## src/rtl/rnn_x_feeder.sv

```systemverilog
// rnn_x_feeder
// Upstream stage of the RNN core. Packs a host byte stream little-endian into
// 32-bit input vectors, buffers them in a word FIFO, raises a start request to
// the core once enough words are buffered (or the sequence is complete), and
// hands out one vector per i_en pulse while the core is running.
//
// Ports:
//   clk        system clock, rising edge
//   reset      asynchronous active-low reset (released synchronously upstream)
//   s_valid    host byte valid
//   s_ready    host byte accepted when s_valid & s_ready
//   s_data     host byte
//   s_last     final byte of the sequence
//   ready      registered start request to the core
//   busy       core busy; its falling edge in RUN ends the sequence
//   i_en       core requests the next vector
//   idata      current vector, stable between i_en pulses
//   step_cnt   vectors delivered in the current sequence (wraps at 2047)
//   underflow  sticky: i_en seen while the FIFO was empty
//
// Optional build macro: XF_UNDERFLOW_HOLD_EN
//   defined   -> idata keeps its previous value on underflow
//   undefined -> idata is forced to zero on underflow
module rnn_x_feeder #(
    parameter int DEPTH       = 16,
    parameter int START_WORDS = 4,
    parameter int AW          = $clog2(DEPTH)
) (
    input  logic        clk,
    input  logic        reset,
    input  logic        s_valid,
    output logic        s_ready,
    input  logic [7:0]  s_data,
    input  logic        s_last,
    output logic        ready,
    input  logic        busy,
    input  logic        i_en,
    output logic [31:0] idata,
    output logic [10:0] step_cnt,
    output logic        underflow
);

    typedef enum logic [1:0] {IDLE, FILL, ARM, RUN} state_t;

    localparam logic [AW:0] START_CNT = (AW + 1)'(START_WORDS);
    localparam logic [AW:0] PTR_ONE   = {{AW{1'b0}}, 1'b1};

    state_t      state_reg, state_next;
    logic [AW:0] wr_ptr_reg, rd_ptr_reg;
    logic [AW:0] count;
    logic [31:0] mem [DEPTH];
    logic [31:0] word_reg, word_next;
    logic [1:0]  lane_reg;
    logic        seq_done_reg;
    logic        busy_d_reg;
    logic        ready_reg;
    logic [31:0] idata_reg;
    logic [10:0] step_cnt_reg;
    logic        underflow_reg;

    logic full, empty, accept, push, pop, starve, flush;

    // Pointers carry one wrap bit so full and empty are distinguishable.
    assign full  = (wr_ptr_reg[AW] != rd_ptr_reg[AW]) &&
                   (wr_ptr_reg[AW-1:0] == rd_ptr_reg[AW-1:0]);
    assign empty = (wr_ptr_reg == rd_ptr_reg);
    assign count = wr_ptr_reg - rd_ptr_reg;

    // Bytes are taken in every state until the sequence is closed or the FIFO
    // fills; a full FIFO blocks every byte, so a completing byte never drops.
    assign s_ready = !seq_done_reg && !full;
    assign accept  = s_valid && s_ready;

    // word_reg only ever holds the lanes below lane_reg, so upper lanes of a
    // partial word pushed by s_last are already zero.
    assign word_next = word_reg | ({24'd0, s_data} << {lane_reg, 3'b000});

    // Falling busy while running ends the sequence and overrides everything
    // else happening in that cycle.
    assign flush  = (state_reg == RUN) && busy_d_reg && !busy;
    assign push   = accept && ((lane_reg == 2'd3) || s_last) && !flush;
    assign pop    = (state_reg == RUN) && i_en && !empty && !flush;
    assign starve = (state_reg == RUN) && i_en && empty && !flush;

    always_comb begin
        state_next = state_reg;
        case (state_reg)
            IDLE: if (accept) state_next = FILL;
            FILL: if ((count >= START_CNT) || seq_done_reg) state_next = ARM;
            ARM:  if (busy) state_next = RUN;
            RUN:  if (flush) state_next = IDLE;
            default: state_next = IDLE;
        endcase
    end

    always_ff @(posedge clk or negedge reset) begin
        if (!reset) begin
            state_reg     <= IDLE;
            wr_ptr_reg    <= '0;
            rd_ptr_reg    <= '0;
            word_reg      <= '0;
            lane_reg      <= '0;
            seq_done_reg  <= 1'b0;
            busy_d_reg    <= 1'b0;
            ready_reg     <= 1'b0;
            idata_reg     <= '0;
            step_cnt_reg  <= '0;
            underflow_reg <= 1'b0;
        end else begin
            state_reg  <= state_next;
            busy_d_reg <= busy;
            ready_reg  <= (state_next == ARM);
            if (flush) begin
                wr_ptr_reg    <= '0;
                rd_ptr_reg    <= '0;
                word_reg      <= '0;
                lane_reg      <= '0;
                seq_done_reg  <= 1'b0;
                step_cnt_reg  <= '0;
                underflow_reg <= 1'b0;
            end else begin
                if (accept) begin
                    if (push) begin
                        word_reg   <= '0;
                        lane_reg   <= '0;
                        wr_ptr_reg <= wr_ptr_reg + PTR_ONE;
                        if (s_last) seq_done_reg <= 1'b1;
                    end else begin
                        word_reg <= word_next;
                        lane_reg <= lane_reg + 2'd1;
                    end
                end
                if (pop) begin
                    idata_reg    <= mem[rd_ptr_reg[AW-1:0]];
                    rd_ptr_reg   <= rd_ptr_reg + PTR_ONE;
                    step_cnt_reg <= step_cnt_reg + 11'd1;
                end else if (starve) begin
`ifdef XF_UNDERFLOW_HOLD_EN
                    idata_reg <= idata_reg;
`else
                    idata_reg <= '0;
`endif
                    underflow_reg <= 1'b1;
                end
            end
        end
    end

    // Storage array kept free of reset so it maps onto block RAM.
    always_ff @(posedge clk) begin
        if (push) mem[wr_ptr_reg[AW-1:0]] <= word_next;
    end

    assign ready     = ready_reg;
    assign idata     = idata_reg;
    assign step_cnt  = step_cnt_reg;
    assign underflow = underflow_reg;

endmodule

```

## config.mk

```make
export PLATFORM = sky130hd
export DESIGN_NAME = rnn_x_feeder
export DESIGN_NICKNAME = d
export VERILOG_FILES = /design/src/rtl/rnn_x_feeder.sv
export SDC_FILE = /design/constraint.sdc
export NUM_CORES = 1
export LEC_CHECK = 0
export BUFFER_PORTS_ARGS = -buffer_cell sky130_fd_sc_hd__buf_4
export CAP_MARGIN = 40
export CORE_AREA = 2 2 234 236
export CTS_CLUSTER_SIZE = 12
export DETAILED_ROUTE_END_ITERATION = 8
export DIE_AREA = 0 0 236 238
export GPL_ROUTABILITY_DRIVEN = 0
export SLEW_MARGIN = 20
export SYNTH_ARGS = -nofsm -noshare
export SYNTH_HDL_FRONTEND = slang
export SYNTH_SLANG_ARGS = --single-unit
```

## constraint.sdc

```tcl
create_clock -name clk -period 4.9 [get_ports clk]
set_input_delay 0.245 -clock clk [delete_from_list [all_inputs] [get_ports clk]]
set_output_delay 0.245 -clock clk [all_outputs]
set_load 0.1 [all_outputs]
```

==> flow_summary_export.csv, run 1 <==
group,metric,value,unit
run_status,outcome,"completed",
clock_tree,h-tree-depth,2,
logic_synthesis,synthesis.nets,1346,
drt,wl_per_cell,26.4,um
grt,grt_pass1_wl,84800,um
setup_path,r2r_cells,8,
grt,grtUsageTotal,20.6,%
clock_tree,clk_latency,0.63,ns
drt,ant_nets,0,
sta,grt_setup_unrepaired,"false",
clock_tree,cts_sinks,605,
setup_path,critPathCaptureType,"flip-flop",
layout,syn_to_final_growth,14.6,%
drt,wl_met3,3950,um
logic_synthesis,synth_flop_cell,"edfxtp_1",
grt,grt_pass1_vias,12700,
clock_tree,clk_pin_slew,0.06,ns
logic_synthesis,syn_area,23800,um^2
place,dpl.hpwl,35000,um
flow_run,cap_violations,0,
logic_synthesis,synth_edf_count,512,
drt,vias,12500,
drt,wl_met1,25500,um
place,placedInstanceArea,25300,um^2
setup_path,startpoint,"rd_ptr_reg[1]",
logic_synthesis,netlist-cell-type-count,51,
pwr,p_leak,9.64,nW
clock_tree,cts_buffers,61,
clock_tree,cts_setup_buffers,0,
setup_path,critical_path_arrival,4.14,ns
drt,drc,0,
logic_synthesis,syn_avg_cell_area,18.0,um^2
clock_tree,cts_root_buf,"clkbuf_16",
layout,largest_register_ffs,512,
sta,setup_violations,0,
floorplan,rows,85,
floorplan,core,53500,um^2
place,port_buffers,59,
sta,min_period,3.84,ns
sta,fmax,261,MHz
pwr,pwr_density_cell,574,nW/um^2
floorplan,pin_count,60,
sta,fin_crit_sh,78.3,%
floorplan,start_util,44.5,%
setup_path,rr_startpoint,"rd_ptr_reg[1]",
clock_tree,cts_tree,"yes",
setup_path,critical_path_peak_fanout,17,
drt,finalWirelength,57000,um
floorplan,die_w,236,um
logic_synthesis,synth_cells,1320,
setup_path,start_kind,"flip-flop",
sta,worst_slack,1.06,ns
grt,grt_overflow_total,0,
layout,nets,1438,
place,dpl_worst_slack,1.05,ns
logic_synthesis,synthArstFlopShare,15.4,%
logic_synthesis,ys_seq_elements,605,
setup_path,worstSetupPathType,"reg -> reg",
logic_synthesis,ys_seq_area_share,74.3,%
floorplan,die_h,238,um
floorplan,dieArea,56200,um^2
pwr,ir_drop,0.391,mV
sta,finalMaxSlewViolations,0,
drt,first_pass_iters,5,
drt,viasPerCell,5.77,
sta,clock_skew,0.0168,ns
sta,tightest_slew,0.839,ns
drt,dr_wl_met2,26100,um
grt,antenna_found_initial,5,
setup_path,worstPathRequired,5.20,ns
grt,grt_start_max_net_pins,147,
layout,design_area,27300,um^2
sta,hold_violations,0,
layout,drive_above_1_share,24.8,%
logic_synthesis,yosys_warnings,0,
clock_tree,clock_path_buffers,3,
worst_hold_path,min_path_type,"in -> async",
drt,highest_layer,"met5",
drt,drtIter0Drc,1252,
sta,slew-limit-headroom,44.1,%
sta,tns,0,ns
[per-stage QoR]
stage          hold WS (ns)  power [mW]  std cells  utilization [%]
6_report             0.0859        15.7       2160             51.0
5_1_grt               0.105        16.3       2159             51.0
4_1_cts              0.0630        15.8       2156             50.9
3_5_place_dp          0.189        11.4       2039             47.3
3_3_place_gp          0.388        11.3       2035             47.2
2_1_floorplan       -0.0506        10.0       1320                -
[report_power, final]
| group | switching, mW | internal [mW] | leakage, nW | total, mW |
|---|---|---|---|---|
| Sequential | 0.254 | 6.17 | 5.91 | 6.43 |
| Clock | 1.91 | 2.47 | 0.902 | 4.39 |
| Combinational | 3.29 | 1.56 | 2.83 | 4.85 |
[worst max-delay path, stage by stage (launching register included)]
cell and delay (ns):
dfrtp_1 0.67, inv_1 0.22, ha_1 0.36, and4_1 0.26, a21oi_2 0.18, nor3b_1 0.46
nand2_1 0.36, nor2_4 0.59, buf_4 0.39
[metal layers]
layer | vias to the layer above | global-route usage (%)
li1 | 5411 | -
met1 | 6569 | 30.1
met2 | 396 | 31.9
met3 | 90 | 4.06
met4 | 4 | 5.54
met5 | - | 0
[final timing paths]
check | end | slack (ns)
max | mem[11][13] | 1.06
min | step_cnt[1] | 0.09
max reg2reg | mem[11][13] | 1.06
min reg2reg | idata[27] | 0.48
max in group asynchronous | rd_ptr_reg[2] | 4.01
min in group clk | seq_done_reg | 0.15
[cells by family after synthesis]
family	synth area share (%)
AO/OA/AOI/OAI	6.80
XOR/XNOR	0.693
multiplexers	11.8
AND/OR/NAND/NOR	4.09
buffers and inverters	1.60
flip-flops	74.3
adder cells (fa/ha/maj)	0.662
[area by class of cell]
cell class / count / area [um^2]
multi-input cells: 638 / 5900
well taps: 696 / 871
clock inverters: 15 / 130
clock buffers: 99 / 1740
repair buffers: 100 / 917
fillers: 4333 / 26200
diodes: 1 / 2.50
flip-flops and latches: 605 / 17700
inverters: 6 / 22.5
[placed cells by master, fill, tap and decap left out, types with 32 or more instances in the layout]
| cell | instances |
|---|---|
| mux4_2 | 65 |
| buf_4 | 85 |
| clkbuf_16 | 61 |
| edfxtp_1 | 512 |
| a21o_1 | 34 |
| nand2_1 | 63 |
| dfrtp_1 | 91 |
| mux2_2 | 62 |
| mux2i_1 | 66 |
| a22oi_1 | 32 |
| nor2_1 | 104 |
[Yosys cell counts (all sizes together), types with 2 or more instances]
library cell	number	area, um^2
a21boi	14	105
a21o	34	255
a21oi	14	70.1
a221oi	2	17.5
a22oi	32	240
a32o	2	20.0
and2	2	12.5
and3	3	18.8
and4	2	17.5
buf	33	215
clkbuf	38	144
dfrtp	93	2330
edfxtp	512	15400
ha	11	138
inv	6	22.5
mux2	62	698
mux2i	66	661
mux4	65	1460
nand2	65	246
nand2b	8	50.1
nand3	5	30.0
nand4	6	37.5
nor2	117	442
nor2b	3	18.8
nor3	7	35.0
nor3b	2	15.0
o21ai	25	125
o221ai	31	272
o41ai	30	480
or2	2	12.5
or3	3	18.8
xnor2	6	52.6
xor2	12	113
[what timing repair did]
action                     4_1_cts  5_1_grt
setup endpoints to repair        0        0
resized for setup                0        0
hold buffers                     3        0
hold endpoints to repair        69        0
No activity file was read; power rests on OpenSTA's default activity.
==> run 2: changes to the inputs <==
--- a/config.mk
+++ b/config.mk
@@ -5,12 +5,13 @@
 export SDC_FILE = /design/constraint.sdc
 export NUM_CORES = 1
 export LEC_CHECK = 0
+export ABC_AREA = 1
 export BUFFER_PORTS_ARGS = -buffer_cell sky130_fd_sc_hd__buf_4
 export CAP_MARGIN = 40
-export CORE_AREA = 2 2 234 236
+export CORE_AREA = 2 2 239 241
 export CTS_CLUSTER_SIZE = 12
 export DETAILED_ROUTE_END_ITERATION = 8
-export DIE_AREA = 0 0 236 238
+export DIE_AREA = 0 0 241 243
 export GPL_ROUTABILITY_DRIVEN = 0
 export SLEW_MARGIN = 20
 export SYNTH_ARGS = -nofsm -noshare
==> constraint.sdc (replaced) <==
create_clock -name clk -period 3.4 [get_ports clk]
set_input_delay 0.17 -clock clk [delete_from_list [all_inputs] [get_ports clk]]
set_output_delay 0.17 -clock clk [all_outputs]
set_load 0.1 [all_outputs]
==> run 2 against run 1 <==
Effect of this change: sequential share of layout area shrank 2.8 points; cell count is 39% higher; maximum frequency grew 30%; setup slack worse by 0.61 ns; via count up 31%; critical path type unchanged.
==> flow_summary_export.csv, run 2 <==
group,metric,value,unit
pwr,switching_power,9.99,mW
clock_tree,cts_buffers,61,
logic_synthesis,ys_seq_area_share,71.2,%
logic_synthesis,synthesis.nets,2132,
floorplan,core,56000,um^2
pwr,seqPwrFrac,38.5,%
logic_synthesis,netlist.area_leader.share,61.8,%
logic_synthesis,yosysMostFrequentCell,"edfxtp_1",
drt,drtIter0Drc,1497,
logic_synthesis,yosys-top-cells-count,"edfxtp_1, nand2_1, nor2_1",
layout,design_area,28500,um^2
sta,min_period,2.95,ns
logic_synthesis,syn_area,24900,um^2
sta,finalMaxSlewViolations,0,
setup_path,crit_slowest_cell,"buf_4",
setup_path,worstSetupPathType,"reg -> reg",
grt,antenna_found_initial,1,
logic_synthesis,synth_flop_cell,"edfxtp_1",
drt,wl_met1,28100,um
clock_tree,clock_path_buffers,3,
pwr,p_sw_share,39.6,%
drt,first_pass_iters,7,
layout,largest_register_ffs,512,
place,port_buffers,59,
logic_synthesis,synth_area_leaders,"edfxtp_1, dfrtp_1, nand2_1",
drt,highest_layer,"met4",
place,dp_cells,2871,
setup_path,crit_chain,"inv_1, ha_1, nand2_2, nor2_4, a21oi_4, nand2_4, nor2_8, nand2_8, nor3_4, buf_4",
grt,grt_start_max_net_pins,206,
pwr,clkPwrFrac,25.5,%
drt,dr_wl_met2,29400,um
setup_path,path_buf_inv,2,
drt,wl_met3,4310,um
flow_run,cap_violations,0,
logic_synthesis,ys_seq_elements,605,
sta,fin_crit_sh,86.8,%
setup_path,start_kind,"flip-flop",
sta,worst_slack,0.449,ns
drt,viasPerCell,5.44,
clock_tree,cts-resized-gates,0,
pwr,p_leak,10.7,nW
logic_synthesis,synthArstFlopShare,15.4,%
sta,fmax,339,MHz
setup_path,critPathCaptureType,"flip-flop",
sta,grt_setup_unrepaired,"false",
sta,setup_violations,0,
logic_synthesis,netlist-cell-type-count,40,
drt,drc,0,
layout,instances_no_fill,2992,
floorplan,die_h,243,um
pwr,combPwrFrac,36.0,%
logic_synthesis,synth_edf_count,512,
pwr,intPower,15.2,mW
layout,nets,2209,
layout,final_cell_mix,"edfxtp_1, nand2_1, nor2_1, a21oi_1, o21ai_0",
setup_path,critical_path_arrival,3.20,ns
pwr,ir_drop,0.781,mV
place,dpl_worst_slack,0.500,ns
run_status,outcome,"completed",
drt,ant_nets,0,
sta,slew-limit-headroom,34.1,%
grt,grt_overflow_total,0,
logic_synthesis,syn_avg_cell_area,11.8,um^2
clock_tree,cts_root_buf,"clkbuf_16",
place,dpl.hpwl,35300,um
pwr,pwr_density_cell,885,nW/um^2
place,placedInstanceArea,26600,um^2
clock_tree,clk_latency,0.64,ns
logic_synthesis,yosys_warnings,0,
sta,hold_violations,0,
clock_tree,cts_sinks,605,
worst_hold_path,min_path_type,"in -> async",
sta,worst_hold_slack,0.0577,ns
floorplan,die_w,241,um
layout,final_common_cell,"edfxtp_1",
floorplan,dieArea,58600,um^2
logic_synthesis,yosys.area.top_type,"edfxtp_1",
floorplan,start_util,44.4,%
sta,tightest_slew,0.988,ns
drt,finalWirelength,63000,um
grt,grtUsageTotal,21.8,%
sta,clock_skew,0.0274,ns
layout,syn_to_final_growth,14.6,%
floorplan,pin_count,60,
sta,tns,0,ns
drt,vias,16300,
clock_tree,cts_tree,"yes",
drt,wl_per_cell,21.1,um
setup_path,path_delay_family,"simple AND/OR/NAND/NOR gates",
layout,drive_above_1_share,12.1,%
grt,grt_pass1_vias,15900,
setup_path,critical_path_peak_fanout,32,
setup_path,worstPathRequired,3.65,ns
clock_tree,h-tree-depth,2,
floorplan,rows,87,
layout,antenna_cells,0,
grt,grt_pass1_wl,96400,um
logic_synthesis,synth_cells,2106,
clock_tree,clk_pin_slew,0.06,ns
setup_path,slowest_delay,0.51,ns
-- run 2: cell type report --
class	instances	area [um^2]
Clock buffer	100	1710
Clock inverter	16	183
Timing Repair Buffer	138	1180
Tap cell	756	946
Inverter	59	240
Fill cell	4869	27400
Multi-Input combinational cell	1318	6530
Sequential cell	605	17700
-- run 2: cell families (layout without fill, tap and decap cells) --
group                    Yosys count  in the layout  share of synthesized area [%]
flip-flops                       605            605                           71.2
AND/OR/NAND/NOR                  889            889                           15.0
AO/OA/AOI/OAI                    412            412                           9.47
adder cells (fa/ha/maj)           12             12                          0.634
buffers and inverters            183            313                           3.51
XOR/XNOR                           5              5                          0.176
-- run 2: final timing paths --
path,end,start,cells past startpoint,slack [ns]
max,mem[13][2],wr_ptr_reg[0],10,0.45
min,step_cnt[10],reset,2,0.06
max reg2reg,mem[13][2],wr_ptr_reg[0],10,0.45
min reg2reg,word_reg[13],word_reg[13],2,0.47
max in group asynchronous,idata[8],reset,3,2.53
min in group clk,word_reg[6],s_data[6],5,0.09
-- run 2: repair_timing --
action,4_1_cts,5_1_grt
hold endpoints to repair,40,0
hold buffers,5,0
setup buffers,0,0
-- run 2: power groups by stage --
stage | logic [mW] | registers [mW] | clock network, mW
6_report | 9.09 | 9.70 | 6.43
5_1_grt | 9.89 | 9.77 | 6.83
4_1_cts | 9.12 | 9.71 | 6.55
3_5_place_dp | 9.08 | 9.86 | 0
3_3_place_gp | 8.94 | 9.84 | 0
2_1_floorplan | 4.92 | 11.3 | 0
-- run 2: per-layer routing --
layer | track usage, % | vias up
met5 | 0 | -
met4 | 5.30 | 0
met3 | 3.86 | 80
met2 | 33.8 | 543
met1 | 31.9 | 8071
li1 | - | 7590
-- run 2: stage by stage --
stage / utilization, % / total power, mW
after floorplan: - / 16.2
after detailed placement: 47.5 / 18.9
after global placement: 47.4 / 18.8
after global routing: 50.9 / 26.5
final: 50.9 / 25.2
after CTS: 50.9 / 25.4
